--- config.mk ---
export PLATFORM = sky130hd
export DESIGN_NAME = ram_bus_arbiter
export DESIGN_NICKNAME = d
export VERILOG_FILES = /design/src/rtl/ram_bus_arbiter.sv
export SDC_FILE = /design/constraint.sdc
export NUM_CORES = 1
export LEC_CHECK = 0
export ABC_AREA = 1
export CAP_MARGIN = 20
export CELL_PAD_IN_SITES_DETAIL_PLACEMENT = 0
export CELL_PAD_IN_SITES_GLOBAL_PLACEMENT = 2
export CORE_MARGIN = 5
export CORE_UTILIZATION = 20
export DETAILED_ROUTE_END_ITERATION = 16
export PLACE_DENSITY = 0.93
export RECOVER_POWER = 50
export SLEW_MARGIN = 40
export SYNTH_ARGS = -nofsm -noshare
export SYNTH_HDL_FRONTEND = slang
export SYNTH_SLANG_ARGS = --single-unit
--- constraint.sdc ---
create_clock -name CLK -period 4.68 [get_ports CLK]
set_clock_uncertainty 0.2 [all_clocks]
set_input_delay 0.702 -clock CLK [delete_from_list [all_inputs] [get_ports CLK]]
set_output_delay 0.702 -clock CLK [all_outputs]
set_load 0.05 [all_outputs]
--- src/rtl/ram_bus_arbiter.sv ---
// ram_bus_arbiter: shares one RAM port among CPUS cores, each with an
// instruction-read source and a data read/write source. Round-robin across
// cores, data before instruction within a core, write before read.
module ram_bus_arbiter #(
  parameter int CPUS = 2,
  parameter int CW   = (CPUS > 1) ? $clog2(CPUS) : 1
) (
  input  logic                   CLK,
  input  logic                   nRST,
  input  logic [CPUS-1:0]        iREN,
  input  logic [CPUS-1:0][31:0]  iaddr,
  input  logic [CPUS-1:0]        dREN,
  input  logic [CPUS-1:0]        dWEN,
  input  logic [CPUS-1:0][31:0]  daddr,
  input  logic [CPUS-1:0][31:0]  dstore,
  output logic [CPUS-1:0]        iwait,
  output logic [CPUS-1:0]        dwait,
  output logic [CPUS-1:0][31:0]  iload,
  output logic [CPUS-1:0][31:0]  dload,
  output logic                   ramREN,
  output logic                   ramWEN,
  output logic [31:0]            ramaddr,
  output logic [31:0]            ramstore,
  input  logic [1:0]             ramstate,
  input  logic [31:0]            ramload
);

  localparam logic [1:0] RAM_ACCESS = 2'd2;

  typedef enum logic {IDLE, ACCESS} state_t;

  state_t          state_q, state_d;
  logic [CW-1:0]   rr_q, rr_d;
  logic [CW-1:0]   core_q, core_d;
  logic            isd_q, isd_d;      // granted source is the data port
  logic            wflag_q, wflag_d;  // granted transaction is a write
  logic [31:0]     addr_q, addr_d;
  logic [31:0]     store_q, store_d;

  logic            done;
  logic            greq;
  logic            found;
  logic [CW:0]     scan_sum;
  logic [CW-1:0]   scan_idx;

  // Core following c in round-robin order (wraps at CPUS-1).
  function automatic logic [CW-1:0] next_core(input logic [CW-1:0] c);
    if (int'(c) >= CPUS - 1) return '0;
    else return c + 1'b1;
  endfunction

  // The granted requester still wants service; the RAM completes this cycle.
  assign greq = isd_q ? (dREN[core_q] | dWEN[core_q]) : iREN[core_q];
  assign done = (state_q == ACCESS) && (ramstate == RAM_ACCESS);

  // RAM port driven from the latched grant; enables only while in ACCESS.
  assign ramREN   = (state_q == ACCESS) && !wflag_q;
  assign ramWEN   = (state_q == ACCESS) &&  wflag_q;
  assign ramaddr  = addr_q;
  assign ramstore = store_q;

  // Per-core waits fall for the single cycle the granted source completes.
  always_comb begin
    for (int c = 0; c < CPUS; c++) begin
      iwait[c] = iREN[c] & ~(done & ~isd_q & (core_q == CW'(c)));
      dwait[c] = (dREN[c] | dWEN[c]) & ~(done & isd_q & (core_q == CW'(c)));
      iload[c] = ramload;
      dload[c] = ramload;
    end
  end

  // Arbitration scan in IDLE and completion/abort handling in ACCESS.
  always_comb begin
    state_d  = state_q;
    rr_d     = rr_q;
    core_d   = core_q;
    isd_d    = isd_q;
    wflag_d  = wflag_q;
    addr_d   = addr_q;
    store_d  = store_q;
    found    = 1'b0;
    scan_sum = '0;
    scan_idx = '0;
    case (state_q)
      IDLE: begin
        for (int k = 0; k < CPUS; k++) begin
          scan_sum = {1'b0, rr_q} + (CW+1)'(k);
          if (scan_sum >= (CW+1)'(CPUS)) scan_sum = scan_sum - (CW+1)'(CPUS);
          scan_idx = scan_sum[CW-1:0];
          if (!found && (dREN[scan_idx] | dWEN[scan_idx] | iREN[scan_idx])) begin
            found   = 1'b1;
            state_d = ACCESS;
            core_d  = scan_idx;
            store_d = dstore[scan_idx];
            if (dREN[scan_idx] | dWEN[scan_idx]) begin
              isd_d   = 1'b1;
              wflag_d = dWEN[scan_idx];
              addr_d  = daddr[scan_idx];
            end else begin
              isd_d   = 1'b0;
              wflag_d = 1'b0;
              addr_d  = iaddr[scan_idx];
            end
          end
        end
      end
      ACCESS: begin
        // Completion or abort both release the port and advance the pointer.
        if (done || !greq) begin
          state_d = IDLE;
          rr_d    = next_core(core_q);
        end
      end
      default: state_d = IDLE;
    endcase
  end

  // State and grant registers; reset returns to IDLE with the port cleared.
  always_ff @(posedge CLK or negedge nRST) begin
    if (!nRST) begin
      state_q <= IDLE;
      rr_q    <= '0;
      core_q  <= '0;
      isd_q   <= 1'b0;
      wflag_q <= 1'b0;
      addr_q  <= '0;
      store_q <= '0;
    end else begin
      state_q <= state_d;
      rr_q    <= rr_d;
      core_q  <= core_d;
      isd_q   <= isd_d;
      wflag_q <= wflag_d;
      addr_q  <= addr_d;
      store_q <= store_d;
    end
  end

endmodule

==> results.py <==
metrics = {
    "setup_path": {
        "endpoint_kind": "output port",
        "worst-setup-path-type": "in2out",
        "critPathMostFrequentCell": "inv_1",
        "cp.arrival_ps": 2630,
        "rr_startpoint": "rr_q",
        "max_stage_delay_ps": 730,
        "reg2reg_depth": 10,
        "cp.required_ps": 3780,
        "path_max_fanout": 3,
        "cp_slowest_cell": "clkdlybuf4s50_1",
        "rrSetupSlack_ps": 1650,
        "crit_buf_inv": 5,
        "path_delay_family": "buffers and inverters",
        "path_cells": "clkdlybuf4s50_1 -> inv_1 -> nor2_1 -> nand2_1 -> inv_1 -> nand2_1 -> o21ai_0 -> inv_1 -> clkdlybuf4s50_1",
        "cp-start-kind": "input port",
        "reg2reg_to": "ramaddr[24]",
    },
    "synth": {
        "synth.cell_area_um2": 7965,
        "async_reset_ff_share_pct": 100.0,
        "post-synth-top-area-cell": "nand2_1",
        "synth.distinct_cells": 22,
        "yosys.area_share.simple_pct": 40.83,
        "synth_top_family_by_area": "simple AND/OR/NAND/NOR gates",
        "synth_compound_area_share_pct": 5.137,
        "ys.flop_type": "dfrtp_1",
        "yosysWarnings": 0,
        "synth_mux_area_share_pct": 8.043,
        "netlist.area_leader.share_pct": 31.53,
        "seq_area_frac_synth_pct": 21.68,
        "synthTopCellsByCount": "nand2_1 (669), inv_1 (143), buf_4 (136)",
        "synth_nets": 1614,
        "synthAdderAreaFrac_pct": 0,
        "synthTopCellsByArea": "nand2_1 (32%), dfrtp_1 (22%), buf_4 (13%)",
        "synth.most_common_cell": "nand2_1",
        "ys_ff_latch": 69,
        "avgSynthCellArea_um2": 5.772,
        "synthCells": 1380,
        "synth_edf_count": 0,
        "synth_xor_area_share_pct": 0,
    },
    "hold_path": {
        "hold_depth": 2,
        "hold_path_end": "ramstore[23]",
        "hold_class": "reg2reg",
        "hp-start": "ramstore[23]",
    },
    "clock_network": {
        "cts_tree": "yes",
        "clk_transition_reported_paths_ps": 60,
        "cts_root_buffer": "clkbuf_16",
        "clock_path_buffers": 2,
        "clock_latency_ps": 340,
        "post_cts_resized": 0,
        "postCtsSetupBuffers": 0,
        "cts_buffers": 9,
        "postCtsHoldBufs": 0,
        "htreeDepth": 3,
        "clock-sinks": 69,
    },
    "finish": {
        "seqCellArea_um2": 1730,
        "syn_to_final_growth_pct": 31.48,
        "antennaDiodeCount": 0,
        "multi_input_area_um2": 4332,
        "nNetsFinal": 1701,
        "n_fill_cell": 4396,
        "drive_above_1_share_pct": 3.193,
    },
    "floorplanning": {
        "die_y_um": 209.6,
        "fp.dieW_um": 209.6,
        "boundaryPins": 432,
        "row_count": 73,
        "dieArea_um2": 43920,
        "start_util_pct": 20.14,
        "core_area_um2": 39550,
    },
    "global_route": {
        "grt.overflow.total": 0,
        "use_met1_pct": 17.29,
        "use_met2_pct": 23.30,
        "grt_use_met3_pct": 3.154,
        "grt.busiest_layer": "met2",
        "antenna_found_initial": 1,
        "grt_max_degree": 97,
        "grt_util_all_layers_pct": 13.60,
        "first_global_vias": 8173,
        "grt_pass1_wl_um": 47550,
    },
    "timing": {
        "tns_ps": 0,
        "whs_ps": 281.3,
        "finalCritPeriodShare_pct": 75.37,
        "hold_viol": 0,
        "layout_setup_ws_ps": 1153,
        "slew_viol_final": 40,
        "timing.slew.headroom_pct": -66.23,
        "worst_slew_pin_slew_ps": 2494,
        "fmax_mhz": 283.5,
        "setup_violations": 0,
        "min_period_ps": 3527,
        "rsz0062_at_grt": "false",
    },
    "drt": {
        "ant_nets": 0,
        "via_per_inst": 4.109,
        "firstDrtPassIters": 5,
        "drc_errors": 0,
        "wl_per_cell_um": 15.42,
        "drtIter0Drc": 515,
        "vias": 8206,
        "routed_wl_um": 30790,
    },
    "placement": {
        "hpwlAfterDp_um": 22020,
        "portBuffers": 271,
        "post-place-ws_ps": 1086,
        "place.gp.congestion": 0.8195,
    },
    "outcome": {
        "violations": "capacitance limit, slew limit",
        "status": "finished, violations left",
    },
    "power": {
        "ir_drop_mv": 0.4485,
        "power_leakage_uw": 0.005540,
        "power_density_nw_per_um2": 652.1,
    },
    "run": {
        "maxCapViolations": 1,
    },
}
[routing by layer]
metal  up-vias  part of all wire, %
li1       4258                    -
met1      3659                   44
met5         -                0.065
met3        35                  6.0
met2       252                   48
met4         2                  1.7
[report_power, final]
| part | switching (uW) | internal [uW] |
|---|---|---|
| clock | 315 | 579 |
| sequential | 209 | 907 |
| combinational | 3260 | 1560 |
[area by class of cell]
class / instances / share of cell area (%)
Clock buffer: 9 / 2.151
Clock inverter: 7 / 1.386
Inverter: 145 / 5.197
Multi-Input combinational cell: 956 / 41.36
Sequential cell: 69 / 16.52
Tap cell: 525 / 6.272
Timing Repair Buffer: 286 / 27.11
[worst max path at each step]
stage | to | startpoint | slack, ps | depth (start not counted)
after floorplan | dwait[1] | ramstate[1] | 2040 | 5
after global placement | ramstore[22] | iREN[1] | 1050 | 10
after detailed placement | ramaddr[20] | dREN[0] | 1090 | 11
after CTS | iwait[0] | ramstate[1] | 1150 | 9
after global routing | ramaddr[1] | nRST | 800 | 2
final | iwait[0] | ramstate[1] | 1150 | 9
[state kept, by name (all words and copies together), names as in the netlist]
| name | count |
|---|---|
| ramaddr | 32 |
| ramstore | 32 |
| core_q | 1 |
| isd_q | 1 |
| rr_q | 1 |
| state_q | 1 |
| wflag_q | 1 |
[cells by family after synthesis]
| kind of cell | count (synthesis) |
|---|---|
| buf+inv | 355 |
| mux | 64 |
| simple gates | 812 |
| flops | 69 |
| compound gates | 80 |
[metrics by stage]
stage	std cells	utilization (%)	power, uW	area (um^2)
3_5_place_dp	1981	25.53	6017	10100
3_3_place_gp	1981	25.52	5955	10090
5_1_grt	1997	26.48	7440	10470
2_1_floorplan	1380	-	4776	7965
6_report	1997	26.48	6829	10470
4_1_cts	1997	26.47	6947	10470
[worst min-delay path: cells and delay by family, from the launching register on]
family,cells,cell delay (ps)
DFF,1,340
and+or+nand+nor,2,100
[cell usage in the layout (no fill, tap or decap), types with 4 or more instances in the layout]
master	synthesis	final
a21oi_1	4	4
buf_4	136	11
bufinv_16	0	4
clkbuf_16	0	9
clkdlybuf4s50_1	0	270
dfrtp_1	69	68
inv_1	143	143
mux2i_1	64	64
nand2_1	669	667
nand2_2	4	5
nand3_1	129	129
nor2_1	5	4
o21ai_0	73	73
Note: power is estimated with default switching activity, not from simulation.
